`config.mk`:
```
export PLATFORM = sky130hd
export DESIGN_NAME = z_serial_capture
export DESIGN_NICKNAME = d
export VERILOG_FILES = /design/src/rtl/z_serial_capture.sv
export SDC_FILE = /design/constraint.sdc
export NUM_CORES = 1
export LEC_CHECK = 0
export ABC_CLOCK_PERIOD_IN_PS = 1450
export CAP_MARGIN = 30
export CORE_MARGIN = 2
export CORE_UTILIZATION = 43
export DETAILED_ROUTE_END_ITERATION = 8
export GPL_ROUTABILITY_DRIVEN = 0
export PLACE_DENSITY = 0.75
export SLEW_MARGIN = 20
export SYNTH_ARGS = -nofsm -noshare
export SYNTH_HDL_FRONTEND = slang
export SYNTH_SLANG_ARGS = --single-unit
export TNS_END_PERCENT = 20
```
`constraint.sdc`:
```
create_clock -name clk -period 1.45 [get_ports clk]
set_input_delay 0.29 -clock clk [delete_from_list [all_inputs] [get_ports clk]]
set_output_delay 0.29 -clock clk [all_outputs]
set_load 0.05 [all_outputs]
```
`src/rtl/z_serial_capture.sv`:
```
// Bit-serial capture stage: drives the upstream 2:1 mux select and shifts WIDTH
// mux bits MSB-first into a word with a valid/ack handshake. Optional macro: Z_CAPTURE_PARITY_EN.
module z_serial_capture #(
    parameter int WIDTH = 8
) (
    input  logic             clk,
    input  logic             rst,
    input  logic             start,
    input  logic             src,
    input  logic             din,
    input  logic             ack,
    output logic             sel,
    output logic [WIDTH-1:0] data,
    output logic             valid,
    output logic             busy,
    output logic             perr
);

    localparam int CNT_W = (WIDTH > 2) ? $clog2(WIDTH) : 1;
    localparam logic [CNT_W-1:0] LAST = CNT_W'(WIDTH - 1);

    typedef enum logic [1:0] {
        IDLE   = 2'd0,
        SHIFT  = 2'd1,
        PARITY = 2'd2,
        DONE   = 2'd3
    } state_t;

    state_t           state_q;
    state_t           state_d;
    logic [CNT_W-1:0] count_q;
    logic             sel_q;
    logic [WIDTH-1:0] data_q;
    logic             accept;
    logic             last_bit;

    assign accept   = (state_q == IDLE) && start;
    assign last_bit = (state_q == SHIFT) && (count_q == LAST);

    always_ff @(posedge clk) begin
        if (rst) begin
            state_q <= IDLE;
        end else begin
            state_q <= state_d;
        end
    end

    always_comb begin
        state_d = state_q;
        valid   = 1'b0;
        busy    = 1'b0;
        case (state_q)
            IDLE: begin
                if (start) begin
                    state_d = SHIFT;
                end
            end
            SHIFT: begin
                busy = 1'b1;
                if (count_q == LAST) begin
`ifdef Z_CAPTURE_PARITY_EN
                    state_d = PARITY;
`else
                    state_d = DONE;
`endif
                end
            end
            PARITY: begin
`ifdef Z_CAPTURE_PARITY_EN
                busy    = 1'b1;
                state_d = DONE;
`else
                state_d = IDLE;
`endif
            end
            DONE: begin
                valid = 1'b1;
                // ack wins over a simultaneous start; the start is dropped, not queued
                if (ack) begin
                    state_d = IDLE;
                end
            end
            default: state_d = IDLE;
        endcase
    end

    // sel only moves on an accepted start so the mux output is stable for the whole frame
    always_ff @(posedge clk) begin
        if (rst) begin
            sel_q   <= 1'b0;
            data_q  <= '0;
            count_q <= '0;
        end else if (accept) begin
            sel_q   <= src;
            data_q  <= '0;
            count_q <= '0;
        end else if (state_q == SHIFT) begin
            data_q <= {data_q[WIDTH-2:0], din};
            if (!last_bit) begin
                count_q <= count_q + 1'b1;
            end
        end
    end

`ifdef Z_CAPTURE_PARITY_EN
    logic perr_q;

    // even parity over the captured word plus the trailing parity bit
    always_ff @(posedge clk) begin
        if (rst) begin
            perr_q <= 1'b0;
        end else if (accept) begin
            perr_q <= 1'b0;
        end else if (state_q == PARITY) begin
            perr_q <= (^data_q) ^ din;
        end
    end

    assign perr = perr_q;
`else
    assign perr = 1'b0;
`endif

    assign sel  = sel_q;
    assign data = data_q;

endmodule
```
==> flow_metrics.tcl <==
set metrics [dict create \
    r2r_cells 5 \
    syn_to_final_growth_pct 53.1 \
    clock-sinks 14 \
    cap_violations 0 \
    fillers 104 \
    fin_setup_tns_ps 0 \
    crit_fanout 6 \
    clk_path_buf_depth 2 \
    finalPower_mw 0.719 \
    yosysSeqAreaShare 0.493 \
    min_delay_path_depth 2 \
    synth_nets 74 \
    coreArea_sq_um 1270 \
    comb_power_share 0.151 \
    drt_iter0_markers 19 \
    final_core_util 0.685 \
    yosys.area_share.simple 0.236 \
    htreeDepth 1 \
    clock_latency_ps 270 \
    finalInstanceArea_sq_um 870 \
    worst_setup_path_start_kind "register" \
    multi_input_area_sq_um 256 \
    cts_buffers 3 \
    grt_pass1_wl_um 1630 \
    diodes 0 \
    firstDrtPassIters 4 \
    dp.cells 97 \
    switching_share 0.253 \
    end_kind "primary output" \
    cts_tree "done" \
    fmax_mhz 733 \
    drc_errors 0 \
    die_y_um 40.3 \
    pwr-share-clk 0.291 \
    p_sw_mw 0.182 \
    grt_start_max_net_pins 12 \
    dpl.hpwl_um 775 \
    die_w_um 40.3 \
    syn_avg_cell_area_sq_um 8.61 \
    antenna_found_initial 0 \
    maxSlewViolCount 0 \
    synthMuxAreaShare 0.0176 \
    worst_ep_arrival_time_ps 1070 \
    total_leakage_power_nw 0.333 \
    post_cts_buffers 0 \
    hold_buffers 0 \
    ys_types 21 \
    period_needed_ps 1360 \
    initial_core_util 0.448 \
    synth_xor_xnor_area_share 0.0154 \
    synth_compound_area_frac 0.132 \
    worst_ep_required_time_ps 1160 \
    holdCritPathClass "register to register" \
    placed_cell_area_sq_um 843 \
    wirelength_um 1010 \
    status "complete, no violations" \
    ir_drop_v 0.000624 \
    setup_violations 0 \
    regArea_sq_um 284 \
    vias 487 \
    syn_inst 66 \
    clkTransAtPathRegs_ps 80 \
    std_cell_rows 13 \
    hold_violations 0 \
    rrSetupSlack_ps 120 \
    grt_overflow 0 \
    ant_nets 0 \
    grt_setup_unrepaired "false" \
    synthAdderAreaFrac 0.0441 \
    post-route-period-util 0.941 \
    yosys_warnings 0 \
    grt_usage 0.157 \
    fp.dieArea_sq_um 1630 \
    cts-root-buf "clkbuf_4" \
    seq_power_share 0.558 \
    drive_gt1_frac 0.247 \
    intPower_mw 0.537 \
    pin_count 18 \
    num-nets-final 95 \
    final_cells 100 \
    vias_per_cell 4.87 \
    synth_top_family_by_area "simple AND/OR/NAND/NOR gates" \
    ys_ff_latch 14 \
    critPathKind "register to primary output" \
    power_density_nw_per_um2 827 \
    fin_skew_ps 4.03 \
    io_buffer_count 16 \
    routedWlPerCell_um 10.1 \
    grt_pass1_vias 396 \
    syn_area_sq_um 568 \
]
[what timing repair did]
action,CTS,global route
gates resized for setup,1,1
cloned,0,0
endpoints found under the setup margin,1,1
[final timing paths]
kind                    from         end
setup / recovery  state_q[0]        busy
setup reg to reg  count_q[0]  count_q[0]
hold reg to reg   count_q[2]  count_q[2]
hold / removal    count_q[2]  count_q[2]
[Yosys cell counts (all sizes together)]
library cell  instances  area [sq um]
nand2                18          67.6
dfxtp                14           280
a21oi                10          50.1
nor2                  4          15.0
buf                   3          23.8
ha                    2          25.0
nor3b                 2          25.0
o21ai                 2          10.0
a2111oi               1          8.76
and2                  1          7.51
clkinv                1          3.75
conb                  1          3.75
inv                   1          3.75
mux2i                 1          10.0
nand2b                1          6.26
nor2b                 1          6.26
o22ai                 1          6.26
or2                   1          6.26
xnor2                 1          8.76
[through the flow]
stage	setup slack [ps]	hold slack, ps
global route	21.9	512
global placement	-32.3	468
floorplan	94.9	362
CTS	49.1	492
finish	85.1	491
detailed placement	-108	481
[metal layers]
metal	share of wire	up-vias	track usage
li1	-	253	-
met1	0.46	216	0.198
met2	0.46	16	0.226
met3	0.061	2	0.0333
met4	0.014	0	0.125
met5	0	-	0
[power groups by stage]
| stage | combinational [mW] | clock (mW) | sequential (mW) |
|---|---|---|---|
| global route | 0.116 | 0.232 | 0.402 |
| CTS | 0.110 | 0.220 | 0.403 |
| detailed placement | 0.109 | 0 | 0.412 |
| finish | 0.108 | 0.209 | 0.401 |
| global placement | 0.108 | 0 | 0.411 |
| floorplan | 0.0576 | 0 | 0.420 |
[critical path, cell delays in order, from the launching register on]
cell and delay, ps:
dfxtp_1 440, nand2b_1 100, clkinv_1 70, buf_4 190
[final cells by class]
| type | instances | area share |
|---|---|---|
| timing repair buffer | 19 | 0.322 |
| tap | 15 | 0.0216 |
| clock buffer | 3 | 0.0259 |
| inverter | 2 | 0.00863 |
| sequential | 14 | 0.327 |
| multi-input combinational | 47 | 0.295 |
[placed cells by master (no fill, tap or decap)]
master / Yosys / final
conb_1: 1 / 1
or2_1: 1 / 1
buf_4: 1 / 4
clkbuf_4: 0 / 3
o21ai_0: 2 / 2
ha_1: 2 / 2
nor2b_1: 1 / 1
nand2_1: 18 / 18
dfxtp_1: 14 / 13
xnor2_1: 1 / 1
a2111oi_0: 1 / 1
nand2b_1: 1 / 1
clkdlybuf4s50_1: 0 / 5
and2_2: 1 / 1
buf_12: 0 / 10
nor3b_2: 2 / 2
a21oi_1: 10 / 10
inv_1: 1 / 1
o22ai_1: 1 / 1
dfxtp_4: 0 / 1
mux2i_1: 1 / 1
clkinv_1: 1 / 1
nor2_1: 4 / 4
[logic make-up after synthesis]
group           Yosys count
other cells               1
simple gates             28
xor+xnor                  1
fa+ha+maj                 2
flops                    14
compound gates           14
buf+inv                   5
mux                       1
[registers in the layout, summed over array words and instances (netlist names)]
register and cells:
data 8, count_q 3, state_q 2, sel 1
Note: power is estimated with default switching activity, not from simulation.
